$ cat config.mk
export PLATFORM = sky130hd
export DESIGN_NAME = ahb3lite_master_arb
export DESIGN_NICKNAME = d
export VERILOG_FILES = /design/src/rtl/ahb3lite_pkg.sv /design/src/rtl/ahb3lite_arb_input_stage.sv /design/src/rtl/ahb3lite_master_arb.sv
export SDC_FILE = /design/constraint.sdc
export NUM_CORES = 1
export LEC_CHECK = 0
export CORE_ASPECT_RATIO = 1.1
export CORE_MARGIN = 2
export CORE_UTILIZATION = 25
export CTS_CLUSTER_DIAMETER = 100
export DETAILED_ROUTE_END_ITERATION = 6
export MAX_ROUTING_LAYER = met4
export PLACE_DENSITY_LB_ADDON = 0.2
export SLEW_MARGIN = 0
export SYNTH_ARGS = -nofsm -noshare
export SYNTH_HDL_FRONTEND = slang
export SYNTH_HIERARCHICAL = 1
export SYNTH_SLANG_ARGS = --single-unit
export TNS_END_PERCENT = 1
$ cat constraint.sdc
create_clock -name HCLK -period 4.7 [get_ports HCLK]
set_clock_uncertainty 0.15 [all_clocks]
set_input_delay 0.94 -clock HCLK [delete_from_list [all_inputs] [get_ports HCLK]]
set_output_delay 0.94 -clock HCLK [all_outputs]
set_load 0.005 [all_outputs]
$ cat src/rtl/ahb3lite_pkg.sv
// AHB3-Lite shared definitions: transfer/response encodings, the address-phase
// bundle carried by the hold buffers and the slave-side mux, and small HTRANS helpers.
package ahb3lite_pkg;

  localparam logic [1:0] HTRANS_IDLE   = 2'b00;
  localparam logic [1:0] HTRANS_BUSY   = 2'b01;
  localparam logic [1:0] HTRANS_NONSEQ = 2'b10;
  localparam logic [1:0] HTRANS_SEQ    = 2'b11;

  localparam logic HRESP_OKAY  = 1'b0;
  localparam logic HRESP_ERROR = 1'b1;

  localparam int AHB_ADDR_W = 32;

  typedef struct packed {
    logic [AHB_ADDR_W-1:0] haddr;
    logic                  hwrite;
    logic [2:0]            hsize;
    logic [2:0]            hburst;
    logic [3:0]            hprot;
    logic                  hmastlock;
  } ahb_addr_phase_t;

  localparam ahb_addr_phase_t ADDR_PHASE_ZERO = '{
    haddr:     {AHB_ADDR_W{1'b0}},
    hwrite:    1'b0,
    hsize:     3'b000,
    hburst:    3'b000,
    hprot:     4'b0000,
    hmastlock: 1'b0
  };

  // NONSEQ or SEQ: a real transfer that needs a data phase.
  function automatic logic htrans_active(input logic [1:0] htrans);
    return htrans[1];
  endfunction

  // SEQ or BUSY: the master is inside a burst and must keep the bus.
  function automatic logic htrans_in_burst(input logic [1:0] htrans);
    return (htrans == HTRANS_SEQ) || (htrans == HTRANS_BUSY);
  endfunction

endpackage

$ cat src/rtl/ahb3lite_arb_input_stage.sv
// Per-master front end of the arbiter: detects a live request, parks a losing
// address phase in a hold buffer (pending), and gates HREADY/HRESP back to the master.
module ahb3lite_arb_input_stage
  import ahb3lite_pkg::*;
(
  input  logic            clk,
  input  logic            rst_n,
  input  logic            hsel,
  input  logic            xfer,
  input  ahb_addr_phase_t live,
  input  logic            issue,
  input  logic            slv_hready,
  input  logic            slv_hresp,
  input  logic            dph_own,
  output logic            req,
  output logic            pending,
  output ahb_addr_phase_t hold,
  output logic            hready,
  output logic            hresp
);

  logic            live_req_s;
  logic            pending_r;
  ahb_addr_phase_t hold_r;

  // Data-phase owner sees the slave; a parked master is stalled; anyone else gets zero-wait OKAY.
  always_comb begin
    hready = 1'b1;
    hresp  = HRESP_OKAY;
    if (dph_own) begin
      hready = slv_hready;
      hresp  = slv_hresp;
    end else if (pending_r) begin
      hready = 1'b0;
      hresp  = HRESP_OKAY;
    end else begin
      hready = 1'b1;
      hresp  = HRESP_OKAY;
    end
  end

  // A live request only counts when the master actually sees its address phase accepted.
  assign live_req_s = hsel & xfer & hready;
  assign req        = pending_r | live_req_s;
  assign pending    = pending_r;
  assign hold       = hold_r;

  // Hold buffer: capture an accepted-but-not-issued request, release it when it reaches the slave.
  always_ff @(posedge clk or negedge rst_n) begin
    if (!rst_n) begin
      pending_r <= 1'b0;
      hold_r    <= ADDR_PHASE_ZERO;
    end else if (pending_r) begin
      pending_r <= !issue;
      hold_r    <= hold_r;
    end else if (live_req_s && !issue) begin
      pending_r <= 1'b1;
      hold_r    <= live;
    end else begin
      pending_r <= 1'b0;
      hold_r    <= hold_r;
    end
  end

endmodule

$ cat src/rtl/ahb3lite_master_arb.sv
// Merges MASTERS AHB3-Lite master ports (0=dbg, 1=dat, 2=ins) onto one slave port.
// Default arbitration is fixed priority (lowest index wins). Defining
// AHB3LITE_ARB_RR_EN selects round-robin after the last grant, with dbg still preempting.
// Bursts (SEQ/BUSY) and locked sequences keep the bus with the current address owner.
module ahb3lite_master_arb
  import ahb3lite_pkg::*;
#(
  parameter int MASTERS    = 3,
  parameter int HADDR_SIZE = 32,
  parameter int HDATA_SIZE = 32
) (
  input  logic                  HCLK,
  input  logic                  HRESETn,
  input  logic [MASTERS-1:0]    mst_HSEL,
  input  logic [HADDR_SIZE-1:0] mst_HADDR     [MASTERS],
  input  logic [HDATA_SIZE-1:0] mst_HWDATA    [MASTERS],
  input  logic [MASTERS-1:0]    mst_HWRITE,
  input  logic [2:0]            mst_HSIZE     [MASTERS],
  input  logic [2:0]            mst_HBURST    [MASTERS],
  input  logic [3:0]            mst_HPROT     [MASTERS],
  input  logic [1:0]            mst_HTRANS    [MASTERS],
  input  logic [MASTERS-1:0]    mst_HMASTLOCK,
  output logic [HDATA_SIZE-1:0] mst_HRDATA    [MASTERS],
  output logic [MASTERS-1:0]    mst_HREADY,
  output logic [MASTERS-1:0]    mst_HRESP,
  output logic                  slv_HSEL,
  output logic [HADDR_SIZE-1:0] slv_HADDR,
  output logic [HDATA_SIZE-1:0] slv_HWDATA,
  output logic                  slv_HWRITE,
  output logic [2:0]            slv_HSIZE,
  output logic [2:0]            slv_HBURST,
  output logic [3:0]            slv_HPROT,
  output logic [1:0]            slv_HTRANS,
  output logic                  slv_HMASTLOCK,
  input  logic [HDATA_SIZE-1:0] slv_HRDATA,
  input  logic                  slv_HREADY,
  input  logic                  slv_HRESP
);

  localparam int IDX_W = (MASTERS > 1) ? $clog2(MASTERS) : 1;

  ahb_addr_phase_t  live_s [MASTERS];
  ahb_addr_phase_t  hbuf_s [MASTERS];
  ahb_addr_phase_t  ap_s;
  logic [MASTERS-1:0] req_s, req_q_s, pending_s, issue_s, dph_own_s;
  logic [IDX_W-1:0] win_idx_s, owner_r, dph_owner_r;
  logic             win_vld_s, lock_hold_s, dph_valid_r;
`ifdef AHB3LITE_ARB_RR_EN
  int               cand_s;
`endif

  for (genvar g = 0; g < MASTERS; g++) begin : g_mst
    assign live_s[g] = '{
      haddr:     mst_HADDR[g],
      hwrite:    mst_HWRITE[g],
      hsize:     mst_HSIZE[g],
      hburst:    mst_HBURST[g],
      hprot:     mst_HPROT[g],
      hmastlock: mst_HMASTLOCK[g]
    };
    assign issue_s[g]    = win_vld_s && (win_idx_s == IDX_W'(g)) && slv_HREADY;
    assign dph_own_s[g]  = dph_valid_r && (dph_owner_r == IDX_W'(g));
    assign mst_HRDATA[g] = slv_HRDATA;

    ahb3lite_arb_input_stage u_stage (
      .clk        (HCLK),
      .rst_n      (HRESETn),
      .hsel       (mst_HSEL[g]),
      .xfer       (htrans_active(mst_HTRANS[g])),
      .live       (live_s[g]),
      .issue      (issue_s[g]),
      .slv_hready (slv_HREADY),
      .slv_hresp  (slv_HRESP),
      .dph_own    (dph_own_s[g]),
      .req        (req_s[g]),
      .pending    (pending_s[g]),
      .hold       (hbuf_s[g]),
      .hready     (mst_HREADY[g]),
      .hresp      (mst_HRESP[g])
    );
  end

  // Requests are ignored while reset is asserted so the slave side stays IDLE.
  assign req_q_s = req_s & {MASTERS{HRESETn}};

  // Arbiter: burst/lock hold for the address owner, otherwise fixed priority or round-robin.
  always_comb begin
    win_vld_s   = 1'b0;
    win_idx_s   = {IDX_W{1'b0}};
`ifdef AHB3LITE_ARB_RR_EN
    cand_s      = 0;
`endif
    lock_hold_s = HRESETn && !pending_s[owner_r] &&
                  (htrans_in_burst(mst_HTRANS[owner_r]) || mst_HMASTLOCK[owner_r]);
    if (lock_hold_s) begin
      win_vld_s = 1'b1;
      win_idx_s = owner_r;
    end else begin
`ifdef AHB3LITE_ARB_RR_EN
      if (req_q_s[0]) begin
        win_vld_s = 1'b1;
        win_idx_s = {IDX_W{1'b0}};
      end else begin
        for (int k = 1; k <= MASTERS; k++) begin
          cand_s = (int'(owner_r) + k) % MASTERS;
          if (req_q_s[cand_s[IDX_W-1:0]] && !win_vld_s) begin
            win_vld_s = 1'b1;
            win_idx_s = cand_s[IDX_W-1:0];
          end else begin
            win_vld_s = win_vld_s;
          end
        end
      end
`else
      for (int k = 0; k < MASTERS; k++) begin
        if (req_q_s[k[IDX_W-1:0]] && !win_vld_s) begin
          win_vld_s = 1'b1;
          win_idx_s = k[IDX_W-1:0];
        end else begin
          win_vld_s = win_vld_s;
        end
      end
`endif
    end
  end

  // Address mux: parked requests replay from their buffer as NONSEQ, live ones pass straight through.
  always_comb begin
    slv_HSEL   = 1'b0;
    slv_HTRANS = HTRANS_IDLE;
    ap_s       = ADDR_PHASE_ZERO;
    if (win_vld_s) begin
      if (pending_s[win_idx_s]) begin
        slv_HSEL   = 1'b1;
        slv_HTRANS = HTRANS_NONSEQ;
        ap_s       = hbuf_s[win_idx_s];
      end else begin
        slv_HSEL   = mst_HSEL[win_idx_s];
        slv_HTRANS = mst_HTRANS[win_idx_s];
        ap_s       = live_s[win_idx_s];
      end
    end else begin
      slv_HSEL   = 1'b0;
      slv_HTRANS = HTRANS_IDLE;
    end
  end

  assign slv_HADDR     = ap_s.haddr;
  assign slv_HWRITE    = ap_s.hwrite;
  assign slv_HSIZE     = ap_s.hsize;
  assign slv_HBURST    = ap_s.hburst;
  assign slv_HPROT     = ap_s.hprot;
  assign slv_HMASTLOCK = ap_s.hmastlock;

  // Address owner and data-phase owner advance only when the slave accepts the address phase.
  always_ff @(posedge HCLK or negedge HRESETn) begin
    if (!HRESETn) begin
      owner_r     <= {IDX_W{1'b0}};
      dph_owner_r <= {IDX_W{1'b0}};
      dph_valid_r <= 1'b0;
    end else if (slv_HREADY) begin
      owner_r     <= win_vld_s ? win_idx_s : owner_r;
      dph_owner_r <= win_idx_s;
      dph_valid_r <= win_vld_s && slv_HSEL && htrans_active(slv_HTRANS);
    end else begin
      owner_r     <= owner_r;
      dph_owner_r <= dph_owner_r;
      dph_valid_r <= dph_valid_r;
    end
  end

  // Write data follows the data-phase owner; quiet when no data phase is in flight.
  always_comb begin
    if (dph_valid_r) begin
      slv_HWDATA = mst_HWDATA[dph_owner_r];
    end else begin
      slv_HWDATA = {HDATA_SIZE{1'b0}};
    end
  end

endmodule

* Yosys cells after proc, flatten, opt, wreduce, memory -nomap -nowiden *
Cells that the tools add are included.

word-level totals
  flip-flop bits (word level) = 140
  bits of input ports = 273
  logic and storage cells = 137

operators by class
  eq/ne operators = 6
  reductions and logical operators = 32
  order comparisons = 5
  muxes and demuxes = 54
  bitwise operators = 16

operators with widths
  cell                                                       number
  2-to-1 mux 44 bit                                          6
  binary-select mux 44 bit (select 2 bit)                    2
  2-to-1 mux 32 bit                                          3
  binary-select mux 32 bit (select 2 bit)                    1
  2-to-1 mux 1 bit                                           28
  logical AND 1 bit                                          18
  2-to-1 mux 2 bit                                           8
  greater-or-equal comparator 3 bit (second input constant)  3
  inverter 2 -> 3 bit                                        3
  binary-select mux 1 bit (select 2 bit)                     4
  binary-select mux 2 bit (select 2 bit)                     2
  AND reduction 2 bit                                        4
  bitwise AND 1 bit                                          6
  == test 2 x 1 -> 1 bit (second input constant)             3
  == test 2 bit (second input constant)                      3
  logical NOT 1 bit                                          6
  < comparator 2 x 3 -> 1 bit (second input constant)        2
  logical NOT 2 bit                                          2
  bitwise AND 3 bit                                          1
  inverter 1 bit                                             3
  bitwise OR 1 bit                                           3
  logical OR 1 bit                                           2

* Logic depth before layout (Yosys ltp) *
  depth in word-level cells = 24
  depth in mapped cells = 16

* Hierarchy *
The synthesis kept the hierarchy.

modules (own cells, without submodules)
  module                    times used  area each (um2)  seq. area each (um2)  cells an instance
  ahb3lite_arb_input_stage  3           1914.3           1126.1                102
  ahb3lite_master_arb       1           4341.7           125.1                 656

* Least setup slack after synthesis *
OpenSTA, ideal clock, no wires.

  path kind = reg-to-output
  start point = register dph_owner_r[1]
  end point = output slv_HADDR[0]
  path buffers = 4
  arrival time = 3.132 ns
  slack = 0.478 ns
  cell stages (with the launch flop) = 14
  path through = dfrtp_1 -> clkbuf_1 -> clkbuf_1 -> and3b_1 -> nand2b_1 -> a31o_2 -> and4bb_2 -> a32oi_1 -> and2_1 -> buf_2 -> buf_1 -> nand2_1 -> a211o_1 -> a31oi_1

on the way
  elaborated cells on any way between the ends = 40

RTL lines
  item                                                        RTL line                                                text
  start: declaration                                          ahb3lite_master_arb.sv:46                               logic [IDX_W-1:0] win_idx_s, owner_r, dph_owner_r;
  start signal: assignment                                    ahb3lite_master_arb.sv:159                              dph_owner_r <= {IDX_W{1'b0}};
  start signal: assignment                                    ahb3lite_master_arb.sv:163                              dph_owner_r <= win_idx_s;
  start signal: assignment                                    ahb3lite_master_arb.sv:167                              dph_owner_r <= dph_owner_r;
  == test 2 bit (*)                                           ahb3lite_master_arb.sv:62                               assign dph_own_s[g] = dph_valid_r && (dph_owner_r == IDX_W'(g));
  logical AND 1 bit (*)                                       ahb3lite_master_arb.sv:62
  net dph_own_s[2]                                            ahb3lite_master_arb.sv:45                               logic [MASTERS-1:0] req_s, req_q_s, pending_s, issue_s, dph_own_s;
  2-to-1 mux 1 bit (*)                                        ahb3lite_arb_input_stage.sv:30                          if (dph_own) begin
  bitwise AND 1 bit (*)                                       ahb3lite_arb_input_stage.sv:43                          assign live_req_s = hsel & xfer & hready;
  bitwise OR 1 bit (*)                                        ahb3lite_arb_input_stage.sv:44                          assign req = pending_r | live_req_s;
  net req_s[2]                                                ahb3lite_master_arb.sv:45
  bitwise AND 3 bit (*)                                       ahb3lite_master_arb.sv:84                               assign req_q_s = req_s & {MASTERS{HRESETn}};
  logical AND 1 bit (*)                                       ahb3lite_master_arb.sv:116                              if (req_q_s[k[IDX_W-1:0]] && !win_vld_s) begin
  2-to-1 mux 2 bit                                            ahb3lite_master_arb.sv:116
  2-to-1 mux 2 bit                                            ahb3lite_master_arb.sv:95                               if (lock_hold_s) begin
  inverter 2 -> 3 bit (not written as such)                   ahb3lite_master_arb.sv:136, ahb3lite_master_arb.sv:140
  binary-select mux 44 bit (select 2 bit) (on tied branches)  ahb3lite_master_arb.sv:140, ahb3lite_master_arb.sv:136
  2-to-1 mux 44 bit (on tied branches) (2 in a row)           ahb3lite_master_arb.sv:140, ahb3lite_master_arb.sv:136
  2-to-1 mux 44 bit                                           ahb3lite_master_arb.sv:133                              if (pending_s[win_idx_s]) begin
  2-to-1 mux 44 bit (*)                                       ahb3lite_master_arb.sv:132                              if (win_vld_s) begin
  end: declaration                                            ahb3lite_master_arb.sv:27                               output logic [HADDR_SIZE-1:0] slv_HADDR,

Mark *: on every way through the listed nets, which the timed path passes. The rest lies on a longest branch. The select of a mux whose other input is x is not followed.

* Worst setup path in the final report *
  start point = input mst_HSEL[1]
  end point = output slv_HADDR[4]

on the way
  word-level cells in the longest chain between the ends = 17
  elaborated cells on any way between the ends = 25

ends and longest elaborated chain
  item                                                        RTL line                                                text
  start: declaration                                          ahb3lite_master_arb.sv:14                               input logic [MASTERS-1:0] mst_HSEL,
  bitwise AND 1 bit (*) (2 in a row)                          ahb3lite_arb_input_stage.sv:43
  bitwise OR 1 bit (*)                                        ahb3lite_arb_input_stage.sv:44
  net req_s[1]                                                ahb3lite_master_arb.sv:45
  bitwise AND 3 bit (*)                                       ahb3lite_master_arb.sv:84
  logical AND 1 bit (*)                                       ahb3lite_master_arb.sv:116
  2-to-1 mux 1 bit                                            ahb3lite_master_arb.sv:116
  2-to-1 mux 1 bit                                            ahb3lite_master_arb.sv:95
  logical NOT 1 bit                                           ahb3lite_master_arb.sv:116
  logical AND 1 bit                                           ahb3lite_master_arb.sv:116
  2-to-1 mux 2 bit                                            ahb3lite_master_arb.sv:116
  2-to-1 mux 2 bit                                            ahb3lite_master_arb.sv:95
  inverter 2 -> 3 bit (not written as such)                   ahb3lite_master_arb.sv:136, ahb3lite_master_arb.sv:140
  binary-select mux 44 bit (select 2 bit) (on tied branches)  ahb3lite_master_arb.sv:140, ahb3lite_master_arb.sv:136
  2-to-1 mux 44 bit (on tied branches) (2 in a row)           ahb3lite_master_arb.sv:140, ahb3lite_master_arb.sv:136
  2-to-1 mux 44 bit                                           ahb3lite_master_arb.sv:133
  2-to-1 mux 44 bit (*)                                       ahb3lite_master_arb.sv:132

Marked as above.

==> run_results.csv <==
group,metric,value,unit
placed_design,dpl.cell_count,1709,
synth,synth_nets,1235,
pwr,p_leak,6.04,nW
clock_tree,cts.sinks,140,
worst_hold_path,hp-start,"g_mst[0].u_stage/hold[23]",
sta,slew_headroom,43.1,%
synth,yosys_warnings,6,
clock_tree,clk_pin_slew_worst_paths,0.06,ns
drt,vias,8209,
drt,vias_per_cell,4.69,
finish,layout.cells.non_filler,1751,
grt,grt_pass1_wl,56800,um
die,core_area,40000,um^2
clock_tree,cts_inserted_buffers,17,
clock_tree,clk_path_buf_depth,2,
synth,postSynthAreaPerCell,10.5,um^2
grt,overflow,0,
die,fp.dieH,215,um
worst_setup_path,arrival,3.81,ns
drt,wl_per_cell,22.1,um
sta,hold_viol,0,
grt,antenna_found_initial,2,
synth,ys_seq_elements,140,
sta,period_needed,4.90,ns
clock_tree,cts-htree-levels,4,
flow_run,drv_cap,0,
worst_setup_path,crit_path_end_kind,"output port",
finish,fin_util,36.3,%
sta,fmax,0.204,GHz
sta,slew_viol_final,0,
synth,async_flop_share,100,%
worst_setup_path,rrSetupSlack,1.24,ns
clock_tree,clockRootBuffer,"clkbuf_16",
synth,syn_inst,962,
die,io_pins,454,
worst_setup_path,worstPathRequired,3.61,ns
sta,fin_crit_sh,104,%
worst_setup_path,r2r_end,"g_mst[0].u_stage/hold[12]",
finish,syn2layout_area_growth,43.8,%
run_status,outcome,"finished with violations",
finish,drive_gt1_share,26.4,%
synth,synth_ff_type,"dfrtp_1",
pwr,vdd.ir_drop.worst,0.205,mV
placed_design,globalplace.congestion,0.821,
drt,drc,0,
worst_hold_path,hold_depth,1,
worst_hold_path,hold_end,"g_mst[0].u_stage/hold[23]",
die,die_w,196,um
synth,ys_types,53,
sta,worst_pin_slew,0.853,ns
synth,ys_seq_area_share,34.7,%
worst_hold_path,min-delay-path-class,"reg -> reg",
drt,first_iter_violations,307,
drt,drt_pass1_iterations,4,
worst_setup_path,critical_path_class,"in -> out",
placed_design,hpwl,28400,um
die,rows,77,
grt,grt_use_total,18.8,%
worst_setup_path,r2r_start,"dph_owner_r[0]",
grt,grt_pass1_vias,8598,
pwr,p_total,7.77,mW
drt,routed_wl,38700,um
synth,syn_area,10100,um^2
drt,ant_nets,0,
grt,grt_max_degree,63,
worst_setup_path,path_max_fanout,23,
sta,timing.final.ws_setup,-0.203,ns
sta,finalSetupViolCount,13,
clock_tree,cts_tree,"yes",
synth,synth_enable_flop_cells,0,
die,die-area,42000,um^2
placed_design,portBuffers,325,
placed_design,pre_cts_slack,-0.438,ns
worst_setup_path,r2r_cells,13,
run_status,violations,"setup timing",
worst_setup_path,start_kind,"primary input",
sta,whs,0.355,ns
sta,rsz0062_at_grt,"true",
finish,finalNetCount,1496,
pwr,power_density,536,nW/um^2
clock_tree,insertion_delay,0.43,ns
die,start_util,25.2,%
[cell families after synthesis]
family,after synthesis,share of synthesized area [%]
AND/OR/NAND/NOR,247,11.2
multiplexers,208,27.3
AO/OA/AOI/OAI,198,14.3
buffers and inverters,169,12.5
flip-flops,140,34.7
[metrics by stage]
step,cell area [um^2],setup TNS (ns)
floorplan,10100,0
global placement,13600,-15.83
detailed placement,13600,-17.51
CTS,14400,-3.14
global route,14500,-4.22
finish,14500,-1.05
[Yosys cell counts, types with 15 or more instances]
cell type / instances / area [um^2]
mux2_2: 56 / 631
a31oi_1: 46 / 288
nand2_1: 170 / 638
dfrtp_1: 140 / 3500
buf_2: 15 / 75.1
mux2i_1: 32 / 320
buf_4: 96 / 721
o21ai_0: 35 / 175
a22oi_1: 44 / 330
clkbuf_1: 25 / 93.8
mux2_4: 120 / 1800
a211o_1: 45 / 394
and2_1: 39 / 244
[routing by layer]
layer	wire, um	vias up	track usage [%]	share of wire, %
met5	0	-	-	0
met4	745	0	5.52	1.9
met3	2930	39	5.68	7.6
met2	19100	279	31.1	49
met1	16000	4018	22.0	41
li1	-	3873	-	-
[cell usage in the layout (no fill, tap or decap), types with 18 or more instances in the layout]
cell type / synthesis / routed
a211o_1: 45 / 45
a22oi_1: 44 / 41
a31oi_1: 46 / 38
and2_1: 39 / 38
buf_12: 12 / 24
buf_4: 96 / 50
clkbuf_16: 0 / 18
clkdlybuf4s50_1: 0 / 283
dfrtp_1: 140 / 139
dlygate4sd2_1: 0 / 30
mux2_2: 56 / 56
mux2_4: 120 / 120
mux2i_1: 32 / 32
nand2_1: 170 / 169
o21ai_0: 35 / 35
[final cells by class]
cell class	count	area (um^2)
Tap cell	513	642
Sequential cell	140	3500
Timing Repair Buffer	408	4250
Inverter	3	11.3
Clock inverter	14	194
Clock buffer	18	439
Fill cell	4010	25500
Multi-Input combinational cell	653	5450
Antenna cell	2	5.00
[what timing repair did]
action	4_1_cts	5_1_grt
gates cloned	1	1
setup endpoints to repair	47	47
pin swaps	11	5
gates resized for setup	46	22
hold endpoints to repair	0	0
buffers inserted	3	3
hold buffers	0	0
[worst max-delay path by stage]
stage	from	end	slack, ns	depth (start not counted)
floorplan	dph_owner_r[1]	slv_HADDR[0]	0.48	13
CTS	slv_HREADY	slv_HADDR[1]	-0.23	11
detailed placement	slv_HREADY	slv_HADDR[8]	-0.44	11
finish	mst_HSEL[1]	slv_HADDR[4]	-0.20	11
global route	slv_HREADY	slv_HADDR[8]	-0.29	12
global placement	slv_HREADY	slv_HBURST[2]	-0.41	11
[power breakdown]
| group | leakage [nW] | total (mW) | switching [mW] | internal (mW) |
|---|---|---|---|---|
| sequential | 1.69 | 2.15 | 0.350 | 1.80 |
| combinational | 4.06 | 4.12 | 1.68 | 2.44 |
| clock | 0.295 | 1.49 | 0.590 | 0.904 |
[worst max-delay path, stage by stage]
cell and delay (ns):
clkdlybuf4s50_1 0.53, a31o_2 0.22, and4bb_2 0.29, a32oi_1 0.19
and2_2 0.24, buf_12 0.20, buf_12 0.13, nand2_1 0.05
a211o_1 0.25, a31oi_1 0.21, clkdlybuf4s50_1 0.53
[flip-flops by register name, indices dropped and copies added, names as in the netlist]
| name | cells |
|---|---|
| g_mst.u_stage/hold | 132 |
| g_mst.u_stage/pending | 3 |
| dph_owner_r | 2 |
| owner_r | 2 |
| dph_valid_r | 1 |
No activity file was read; power rests on OpenSTA's default activity.
